--- config.mk ---
export PLATFORM = sky130hd
export DESIGN_NAME = apb_i2c_regbank
export DESIGN_NICKNAME = d
export VERILOG_FILES = /design/src/rtl/i2c_apb_pkg.sv /design/src/rtl/i2c_sync_fifo.sv /design/src/rtl/apb_i2c_regbank.sv
export SDC_FILE = /design/constraint.sdc
export NUM_CORES = 1
export LEC_CHECK = 0
export BUFFER_PORTS_ARGS = -buffer_cell sky130_fd_sc_hd__buf_2
export CAP_MARGIN = 30
export CELL_PAD_IN_SITES_DETAIL_PLACEMENT = 0
export CELL_PAD_IN_SITES_GLOBAL_PLACEMENT = 1
export CORE_MARGIN = 2
export CORE_UTILIZATION = 42
export DETAILED_ROUTE_END_ITERATION = 7
export PLACE_DENSITY = 0.75
export SETUP_SLACK_MARGIN = 0.05
export SKIP_CTS_REPAIR_TIMING = 1
export SYNTH_ARGS = -nofsm -noshare
export SYNTH_HDL_FRONTEND = slang
export SYNTH_SLANG_ARGS = --single-unit
--- constraint.sdc ---
create_clock -name pclk -period 2.9 [get_ports pclk]
set_input_delay 0.29 -clock pclk [delete_from_list [all_inputs] [get_ports pclk]]
set_output_delay 0.29 -clock pclk [all_outputs]
set_load 0.02 [all_outputs]
--- src/rtl/i2c_apb_pkg.sv ---
// Register map and bit positions shared by the APB/I2C register bank and its bench.
package i2c_apb_pkg;

   typedef logic [7:0] reg_offset_t;

   localparam reg_offset_t OFF_CTRL   = 8'h00;
   localparam reg_offset_t OFF_STATUS = 8'h04;
   localparam reg_offset_t OFF_SADDR  = 8'h08;
   localparam reg_offset_t OFF_TXDATA = 8'h0C;
   localparam reg_offset_t OFF_RXDATA = 8'h10;
   localparam reg_offset_t OFF_LEVEL  = 8'h14;

   localparam int CTRL_EN     = 0;
   localparam int CTRL_START  = 1;
   localparam int CTRL_IRQ_EN = 2;

   localparam int ST_BUSY     = 0;
   localparam int ST_TX_FULL  = 1;
   localparam int ST_TX_EMPTY = 2;
   localparam int ST_RX_FULL  = 3;
   localparam int ST_RX_EMPTY = 4;
   localparam int ST_NACK     = 5;
   localparam int ST_DONE     = 6;
   localparam int ST_OVF      = 7;

endpackage

--- src/rtl/i2c_sync_fifo.sv ---
// Single-clock FIFO with first-word-fall-through head; a full FIFO refuses pushes
// even when a pop happens in the same cycle.
module i2c_sync_fifo #(
   parameter int W     = 8,
   parameter int DEPTH = 4,
   localparam int AW   = $clog2(DEPTH)
) (
   input  logic          clk,
   input  logic          srst,
   input  logic          push,
   input  logic [W-1:0]  push_data,
   input  logic          pop,
   output logic [W-1:0]  pop_data,
   output logic          full,
   output logic          empty,
   output logic [AW:0]   count
);
   localparam int CW = AW + 1;

   logic [W-1:0]  r_mem [DEPTH];
   logic [AW-1:0] r_wr_ptr;
   logic [AW-1:0] r_rd_ptr;
   logic [AW:0]   r_count;
   logic          w_do_push;
   logic          w_do_pop;

   assign full      = (r_count == CW'(DEPTH));
   assign empty     = (r_count == '0);
   assign count     = r_count;
   assign pop_data  = r_mem[r_rd_ptr];
   assign w_do_push = push & ~full;
   assign w_do_pop  = pop & ~empty;

   always_ff @(posedge clk) begin
      if (w_do_push) begin
         r_mem[r_wr_ptr] <= push_data;
      end
   end

   // Pointers are AW bits wide so they wrap modulo DEPTH on their own.
   always_ff @(posedge clk) begin
      if (srst) begin
         r_wr_ptr <= '0;
         r_rd_ptr <= '0;
         r_count  <= '0;
      end else begin
         if (w_do_push) r_wr_ptr <= r_wr_ptr + 1'b1;
         if (w_do_pop)  r_rd_ptr <= r_rd_ptr + 1'b1;
         unique case ({w_do_push, w_do_pop})
            2'b10:   r_count <= r_count + 1'b1;
            2'b01:   r_count <= r_count - 1'b1;
            default: r_count <= r_count;
         endcase
      end
   end

endmodule

--- src/rtl/apb_i2c_regbank.sv ---
// APB slave register bank in front of the I2C byte engine: control/status,
// TX/RX byte FIFOs, sticky flags with W1C, programmable wait states and interrupt.
module apb_i2c_regbank
   import i2c_apb_pkg::*;
#(
   parameter int DATA_W      = 8,
   parameter int ADDR_W      = 8,
   parameter int FIFO_DEPTH  = 4,
   parameter int WAIT_STATES = 0
) (
   input  logic              pclk,
   input  logic              preset,
   input  logic [ADDR_W-1:0] paddr,
   input  logic              pselx,
   input  logic              penable,
   input  logic              pwrite,
   input  logic [DATA_W-1:0] pwdata,
   output logic [DATA_W-1:0] prdata,
   output logic              pready,
   output logic              pslverr,
   output logic [6:0]        slave_address,
   output logic              rw,
   output logic              start,
   output logic [7:0]        tx_data,
   output logic              tx_valid,
   input  logic              tx_ready,
   input  logic [7:0]        rx_data,
   input  logic              rx_valid,
   output logic              rx_ready,
   input  logic              core_busy,
   input  logic              core_done,
   input  logic              core_nack,
   output logic              irq
);
   localparam int CNT_W = $clog2(FIFO_DEPTH) + 1;

   logic              r_armed;
   logic [2:0]        r_wait_cnt;
   logic              r_en;
   logic              r_irq_en;
   logic              r_start;
   logic              r_irq;
   logic [7:0]        r_saddr;
   logic [2:0]        r_sticky;

   logic              w_ready;
   logic              w_wr;
   logic              w_rd;
   logic              w_sel_ctrl;
   logic              w_sel_status;
   logic              w_sel_saddr;
   logic              w_sel_tx;
   logic              w_sel_rx;
   logic              w_sel_level;
   logic              w_tx_full;
   logic              w_tx_empty;
   logic              w_rx_full;
   logic              w_rx_empty;
   logic [CNT_W-1:0]  w_tx_count;
   logic [CNT_W-1:0]  w_rx_count;
   logic [7:0]        w_tx_head;
   logic [7:0]        w_rx_head;
   logic              w_tx_push;
   logic              w_tx_pop;
   logic              w_rx_push;
   logic              w_rx_pop;
   logic              w_ovf_evt;
   logic [2:0]        w_sticky_set;
   logic [2:0]        w_sticky_clr;
   logic [2:0]        w_sticky_next;
   logic [7:0]        w_ctrl;
   logic [7:0]        w_status;
   logic [DATA_W-1:0] w_rdata;
   logic              w_err;

   assign w_sel_ctrl   = (paddr == ADDR_W'(OFF_CTRL));
   assign w_sel_status = (paddr == ADDR_W'(OFF_STATUS));
   assign w_sel_saddr  = (paddr == ADDR_W'(OFF_SADDR));
   assign w_sel_tx     = (paddr == ADDR_W'(OFF_TXDATA));
   assign w_sel_rx     = (paddr == ADDR_W'(OFF_RXDATA));
   assign w_sel_level  = (paddr == ADDR_W'(OFF_LEVEL));

   // r_armed marks a setup phase seen since the last completion or reset,
   // so an access phase interrupted by reset never completes by itself.
   assign w_ready = pselx & penable & r_armed & (r_wait_cnt == 3'd0);
   assign w_wr    = w_ready & pwrite;
   assign w_rd    = w_ready & ~pwrite;

   assign w_tx_push = w_wr & w_sel_tx & ~w_tx_full;
   assign w_tx_pop  = tx_valid & tx_ready;
   assign w_rx_push = rx_valid & ~w_rx_full;
   assign w_rx_pop  = w_rd & w_sel_rx & ~w_rx_empty;
   assign w_ovf_evt = (w_wr & w_sel_tx & w_tx_full) | (rx_valid & w_rx_full);

   assign w_sticky_set = {w_ovf_evt, core_done, core_nack};
   assign w_sticky_clr = (w_wr & w_sel_status) ? pwdata[ST_OVF:ST_NACK] : 3'b000;

   // Sticky bit order is {OVF, DONE, NACK}; a set event beats a same-cycle clear.
   generate
      for (genvar gi = 0; gi < 3; gi++) begin : g_sticky
         assign w_sticky_next[gi] = w_sticky_set[gi] | (r_sticky[gi] & ~w_sticky_clr[gi]);
      end
   endgenerate

   i2c_sync_fifo #(.W(8), .DEPTH(FIFO_DEPTH)) u_tx_fifo (
      .clk       (pclk),
      .srst      (preset),
      .push      (w_tx_push),
      .push_data (pwdata[7:0]),
      .pop       (w_tx_pop),
      .pop_data  (w_tx_head),
      .full      (w_tx_full),
      .empty     (w_tx_empty),
      .count     (w_tx_count)
   );

   i2c_sync_fifo #(.W(8), .DEPTH(FIFO_DEPTH)) u_rx_fifo (
      .clk       (pclk),
      .srst      (preset),
      .push      (w_rx_push),
      .push_data (rx_data),
      .pop       (w_rx_pop),
      .pop_data  (w_rx_head),
      .full      (w_rx_full),
      .empty     (w_rx_empty),
      .count     (w_rx_count)
   );

   always_comb begin
      w_ctrl                   = '0;
      w_ctrl[CTRL_EN]          = r_en;
      w_ctrl[CTRL_IRQ_EN]      = r_irq_en;
      w_status                 = '0;
      w_status[ST_BUSY]        = core_busy;
      w_status[ST_TX_FULL]     = w_tx_full;
      w_status[ST_TX_EMPTY]    = w_tx_empty;
      w_status[ST_RX_FULL]     = w_rx_full;
      w_status[ST_RX_EMPTY]    = w_rx_empty;
      w_status[ST_NACK]        = r_sticky[0];
      w_status[ST_DONE]        = r_sticky[1];
      w_status[ST_OVF]         = r_sticky[2];
   end

   always_comb begin
      w_rdata = '0;
      w_err   = 1'b0;
      if (w_sel_ctrl) begin
         w_rdata = DATA_W'(w_ctrl);
      end else if (w_sel_status) begin
         w_rdata = DATA_W'(w_status);
      end else if (w_sel_saddr) begin
         w_rdata = DATA_W'(r_saddr);
      end else if (w_sel_tx) begin
         w_err = pwrite & w_tx_full;
      end else if (w_sel_rx) begin
         if (pwrite | w_rx_empty) w_err = 1'b1;
         else                     w_rdata = DATA_W'(w_rx_head);
      end else if (w_sel_level) begin
         if (pwrite) w_err = 1'b1;
         else        w_rdata = DATA_W'({8'(w_rx_count), 8'(w_tx_count)});
      end else begin
         w_err = 1'b1;
      end
   end

   always_ff @(posedge pclk) begin
      if (preset) begin
         r_armed    <= 1'b0;
         r_wait_cnt <= '0;
         r_en       <= 1'b0;
         r_irq_en   <= 1'b0;
         r_start    <= 1'b0;
         r_saddr    <= '0;
         r_sticky   <= '0;
         r_irq      <= 1'b0;
      end else begin
         if (pselx & ~penable) begin
            r_armed    <= 1'b1;
            r_wait_cnt <= 3'(WAIT_STATES);
         end else if (w_ready) begin
            r_armed <= 1'b0;
         end else if (pselx & penable & (r_wait_cnt != 3'd0)) begin
            r_wait_cnt <= r_wait_cnt - 3'd1;
         end
         // START qualifies on the EN value carried by the same write.
         r_start <= w_wr & w_sel_ctrl & pwdata[CTRL_START] & pwdata[CTRL_EN] & ~core_busy;
         if (w_wr & w_sel_ctrl) begin
            r_en     <= pwdata[CTRL_EN];
            r_irq_en <= pwdata[CTRL_IRQ_EN];
         end
         if (w_wr & w_sel_saddr) begin
            r_saddr <= pwdata[7:0];
         end
         r_sticky <= w_sticky_next;
         r_irq    <= r_irq_en & (|r_sticky);
      end
   end

   assign pready        = w_ready;
   assign pslverr       = w_ready & w_err;
   assign prdata        = w_rd ? w_rdata : '0;
   assign slave_address = r_saddr[6:0];
   assign rw            = r_saddr[7];
   assign start         = r_start;
   assign irq           = r_irq;
   assign tx_data       = w_tx_head;
   assign tx_valid      = r_en & ~w_tx_empty;
   assign rx_ready      = ~w_rx_full;

endmodule

Word level (Yosys, flattened, before mapping) --
Memories as Yosys holds them, arrays and structs flattened. A register that Yosys moved wholly into a read port is not among the register bits. Index checks and enable logic that the tools add are counted.
Storage, ports and cells: register bits 33, RAM bits 64, logic and storage cells 125, memories 2
Cells by class: add/sub/neg operators 9, equality and inequality tests 11, multiplexer cells 30, bitwise operators 48, reduce and logical (&&, ||, !) cells 11
Memory list:
- u_rx_fifo.r_mem | words 4, bits a word 8, read ports 1, clocked after Yosys merged registers in 1, write ports 1, line i2c_sync_fifo.sv:20 | logic [W-1:0] r_mem [DEPTH];
- u_tx_fifo.r_mem | words 4, bits a word 8, read ports 1, clocked after Yosys merged registers in 1, write ports 1, line i2c_sync_fifo.sv:20
Operators with widths (number):
- 8-bit 2-to-1 mux | 7
- 1-bit AND | 32
- 8-bit by 4-bit == test with 1-bit output, second input constant | 2
- 8-bit by 5-bit == test with 1-bit output, second input constant | 2
- 1-bit 2-to-1 mux | 14
- 3-bit case mux with 2 select lines | 2
- 1-bit NOT | 11
- 3-bit logical NOT | 3
- 3-bit 2-to-1 mux | 3
- 3-bit by 1-bit subtractor with 3-bit output, second input constant | 3
- 2-bit by 1-bit adder with 2-bit output, second input constant | 4
- 8-bit by 3-bit == test with 1-bit output, second input constant | 1
- 8-bit logical NOT | 1
- 2-bit 2-to-1 mux | 4
- 3-bit by 1-bit adder with 3-bit output, second input constant | 2
- 3-bit == test, second input constant | 2
- 2-bit nonzero test | 3
- 1-bit bitwise OR | 5
- 2-bit by 1-bit == test with 1-bit output, second input constant | 2
- 2-bit == test, second input constant | 2
- 3-bit nonzero test | 1
- 3-bit OR reduction | 1
- 2-bit AND reduction | 1
- 2-bit OR reduction | 1

Logic depth before layout (Yosys ltp) --
word-level depth 9, mapped depth 12, depth with buffers taken out 12

Hierarchy --
A second synthesis with hierarchy kept.
Unflattened totals: cell total of the unflattened synthesis 364, area, all modules 4566.9 µm²
Modules (own cells, without submodules):
- i2c_sync_fifo | times used 2, cells an instance 96, area an instance 1635.3 µm², sequential area each 1141.1 µm²
- apb_i2c_regbank | times used 1, cells an instance 172, area an instance 1296.2 µm², sequential area each 380.4 µm²

Worst setup path before layout --
No wires, ideal clock.
kind register to register, from register r_wait_cnt[0], to register u_rx_fifo.r_count[2], in the netlist u_rx_fifo.count[2], arrival time 2.561 ns, data required time 2.830 ns, slack 0.269 ns, stages on the path, launching flop included 12, buffers on the path 0, period minus slack after synthesis 2.631 ns, cells stage by stage dfxtp_1 inv_1 ha_1 nand4_2 nor2_1 and2_1 ha_1 inv_1 fa_1 xor2_1 or3_1 a21oi_1
On the way: word-level cells in the longest chain between the ends 8, elaborated cells between the ends (all ways) 10, classes of those cells 2 x eq/ne; 1 x mux; 5 x bitwise; 2 x reduce/logical
Ends and longest elaborated chain:
- start: declaration | line apb_i2c_regbank.sv:38 | logic [2:0] r_wait_cnt;
- start signal: assignment | line apb_i2c_regbank.sv:179 | r_wait_cnt <= 3'(WAIT_STATES);
- start signal: assignment | line apb_i2c_regbank.sv:183 | r_wait_cnt <= r_wait_cnt - 3'd1;
- 3-bit logical NOT (*) | line apb_i2c_regbank.sv:85 | assign w_ready = pselx & penable & r_armed & (r_wait_cnt == 3'd0);
- 1-bit AND (*) | line apb_i2c_regbank.sv:85
- via pready | line apb_i2c_regbank.sv:19 | output logic pready,
- 1-bit AND (*) | line apb_i2c_regbank.sv:87 | assign w_rd = w_ready & ~pwrite;
- 1-bit AND (*) (2 in a row) | line apb_i2c_regbank.sv:92 | assign w_rx_pop = w_rd & w_sel_rx & ~w_rx_empty;
- 1-bit AND (*) | line i2c_sync_fifo.sv:32 | assign w_do_pop = pop & ~empty;
- 2-bit by 1-bit == test with 1-bit output / 2-bit == test (equally long branches) | line i2c_sync_fifo.sv:49 | unique case ({w_do_push, w_do_pop})
- 3-bit case mux with 2 select lines / 2-bit nonzero test (equally long branches)
- end signal: assignment | line i2c_sync_fifo.sv:50 | 2'b10: r_count <= r_count + 1'b1;
- end signal: assignment | line i2c_sync_fifo.sv:51 | 2'b01: r_count <= r_count - 1'b1;
- end signal: assignment | line i2c_sync_fifo.sv:52 | default: r_count <= r_count;
- end: declaration | line i2c_sync_fifo.sv:23 | logic [AW:0] r_count;
Mark *: on every way through the listed nets, which the timed path passes. The rest lies on a longest branch. A chain may end at the register's enable or synchronous reset.

Final worst setup path --
from register r_wait_cnt[0], to register u_tx_fifo.r_count[2], in the netlist u_tx_fifo.count[2]
On the way: word-level cells in the longest chain between the ends 8, elaborated cells between the ends (all ways) 10, classes of those cells 2 x eq/ne; 1 x mux; 5 x bitwise; 2 x reduce/logical
Ends and longest elaborated chain:
- 3-bit logical NOT (*) | line apb_i2c_regbank.sv:85
- 1-bit AND (*) | line apb_i2c_regbank.sv:85
- 1-bit AND (*) | line apb_i2c_regbank.sv:86 | assign w_wr = w_ready & pwrite;
- 1-bit AND (*) (2 in a row) | line apb_i2c_regbank.sv:89 | assign w_tx_push = w_wr & w_sel_tx & ~w_tx_full;
- 1-bit AND (*) | line i2c_sync_fifo.sv:31 | assign w_do_push = push & ~full;
- 2-bit by 1-bit == test with 1-bit output / 2-bit == test (equally long branches) | line i2c_sync_fifo.sv:49
- 3-bit case mux with 2 select lines / 2-bit nonzero test (equally long branches)
- end signal: assignment | line i2c_sync_fifo.sv:50
- end signal: assignment | line i2c_sync_fifo.sv:51
- end signal: assignment | line i2c_sync_fifo.sv:52
- end: declaration | line i2c_sync_fifo.sv:23
Every way passes the cells marked *; elsewhere a longest branch is shown, timed or not.

==> impl_metrics.toml <==
[outcome]
outcome = "complete, no violations"

[critical_path]
cpMostUsedCell = "inv_1"
cp_top_family = "simple AND/OR/NAND/NOR gates"
crit_type = "reg2reg"
critical_path.slowest_cell = "or3b_4"
cp-start-kind = "register"
crit_fanout = 3
crit_path_end_kind = "register"
worst-path-buf-inv = 3
critPathMaxStageDelay_ns = 0.46
crit_chain = "inv_1 > ha_1 > nand4_2 > or3b_4 > nor4_4 > inv_1 > ha_1 > inv_1 > fa_1 > xor2_1 > or3_1 > a21oi_1"
cp.arrival_ns = 2.91
crit_required_ns = 3.19

[sta]
min_period_ns = 2.62
maxSlewHeadroom = 0.548
whs_ns = 0.137
final.setup.tns_ns = 0
fmax_mhz = 382
hold_viol_final = 0
setup_ws_ns = 0.284
period_share = 0.902
finClkSkew_ns = 0.00977
tightest_slew_ns = 0.672
slew_viol_final = 0
rsz0062_at_grt = "false"
setup_viol = 0

[detailed_routing]
first_iter_violations = 160
drt-total-wl_um = 9030
wl_per_cell_um = 16.7
ant_nets = 0
firstDrtPassIters = 4
remaining_drc_errors = 0
viasPerCell = 5.23
vias = 2824

[floorplan]
core_area_um2 = 10300
die_w_um = 107
dieArea_um2 = 11400
num_rows = 37
num_io_pins = 64
die_y_um = 107
initial_core_util = 0.430

[yosys]
synth-simple-area-share = 0.146
synthArstFlopShare = 0
synthAdderAreaFrac = 0.0430
ys.flop_type = "edfxtp_1"
synth-seq-cells = 101
synth_xor_area_frac = 0.0198
syn-num-nets = 383
synthCells = 335
yosysUniqueCellTypes = 49
syn_area_per_cell_um2 = 13.2
post-synth-top-area-cell = "edfxtp_1"
synth_edf_count = 64
ys_top_cells_by_area = "edfxtp_1, dfxtp_1, mux4_2, ha_1, nor2_1"
synth_compound_area_frac = 0.0527
yosysTopAreaCellShare = 0.435
yosys_warnings = 0
synthMuxAreaShare = 0.106
yosysSeqAreaShare = 0.602
synth.cell_area_um2 = 4420
synth_top_family_by_area = "simple AND/OR/NAND/NOR gates"

[clocking]
h-tree-depth = 3
cts_root_buf = "clkbuf_8"
numClockSinks = 101
cts.path.max_buffers = 2
cts.clk_slew.worst_paths_ns = 0.10
insertion_delay_ns = 0.36
cts_tree = "built"
numCtsBuffers = 9

[global_routing]
grt_start_max_net_pins = 36
grt_pass1_vias = 2772
grt_overflow = 0
antenna_found_initial = 0
grt_use_total = 0.165
grt_pass1_wl_um = 14400

[placement]
io_buffers = 63
dp_slack_ns = 0.151
hpwl_um = 6630
place_congestion = 0.804

[final_layout]
layout_commonest_cell = "edfxtp_1"
area_delta_synth_final_pct = 15.1
most-common-layout-cells = "edfxtp_1, buf_2, nor2_1"
drive_above_1_share = 0.280
n_fill_cell = 923
antennaDiodeCount = 0
fin_nets = 447

[pwr]
p_total_w = 0.00265
p_leak_nw = 1.79
power_density_nw_per_um2 = 520
vdd.ir_drop.worst_uv = 364

[run]
maxCapViolCount = 0

[worst_hold_path]
hp-class = "in2reg"
==> flip-flops by register name (all words and copies together), names as in the netlist, named ones only <==
register / count
start: 1
r_saddr: 8
u_tx_fifo.r_rd_ptr: 2
u_rx_fifo.count: 3
r_armed: 1
u_rx_fifo.r_rd_ptr: 2
r_irq_en: 1
u_tx_fifo.count: 3
u_rx_fifo.r_wr_ptr: 2
irq: 1
r_sticky: 3
u_tx_fifo.r_wr_ptr: 2
r_wait_cnt: 3
u_rx_fifo.r_mem: 32
r_en: 1
u_tx_fifo.r_mem: 32
==> path summary, 6_finish.rpt <==
| path | start | to | slack (ns) | cells past startpoint |
|---|---|---|---|---|
| setup reg to reg | r_wait_cnt[0] | u_tx_fifo.count[2] | 0.28 | 12 |
| hold reg to reg | r_wait_cnt[1] | r_wait_cnt[1] | 0.50 | 2 |
| hold / removal | core_busy | start | 0.14 | 2 |
| setup / recovery | r_wait_cnt[0] | u_tx_fifo.count[2] | 0.28 | 12 |
==> where the power goes <==
group          internal (W)  total (W)  switching, W  leakage, nW
Sequential          0.00156    0.00157     0.0000123        0.881
Clock              0.000422   0.000942      0.000520        0.109
Combinational     0.0000504   0.000136     0.0000857        0.804
==> synth_stat cells, types with 5 or more instances <==
cell type,instances
a21oi_1,21
a221oi_1,5
and3_1,5
clkbuf_1,5
dfxtp_1,37
edfxtp_1,64
ha_1,12
inv_1,16
mux2i_1,11
mux4_2,16
nand2_1,17
nor2_1,39
nor3_1,12
xor2_1,6
==> routing by layer <==
metal  track usage  routed length [um]  vias up  share of wire
met3        0.0371                 483        4          0.054
met2         0.278                4590       81           0.51
met5             0                   0        -              0
li1              -                   -     1360              -
met1         0.212                3880     1379           0.43
met4        0.0529                  75        0         0.0083
==> per-stage QoR <==
step                      cells  utilization  area, um2
after global routing        540        0.495       5080
final                       540        0.495       5080
after global placement      524        0.474       4870
after detailed placement    524        0.474       4870
after CTS                   540        0.495       5080
after floorplan             335            -       4420
==> cells by family (layout without fill, tap and decap cells) <==
group / after synthesis / count (layout)
AOI/OAI and AO/OA: 38 / 38
xor gates and xnor gates: 10 / 10
and+or+nand+nor: 114 / 114
DFF: 101 / 101
muxes: 27 / 27
buffers and inverters: 31 / 100
adders and majority gates: 14 / 14
==> cell type report <==
cell class | instances | area (um2) | area share
inverter | 16 | 60.1 | 0.0118
clock buffer | 9 | 124 | 0.0244
tap | 136 | 170 | 0.0335
timing repair buffer | 68 | 353 | 0.0694
sequential | 101 | 2660 | 0.524
multi-input combinational | 203 | 1630 | 0.320
clock inverter | 7 | 90.1 | 0.0177
==> worst register-to-register path, delay by kind of cell (launching register included) <==
family,cells,cell delay [ns]
simple gates,4,1.19
fa+ha+maj,3,0.58
flops,1,0.34
buf+inv,3,0.23
compound gates,1,0.14
xor+xnor,1,0.07
Note: power is estimated with default switching activity, not from simulation.
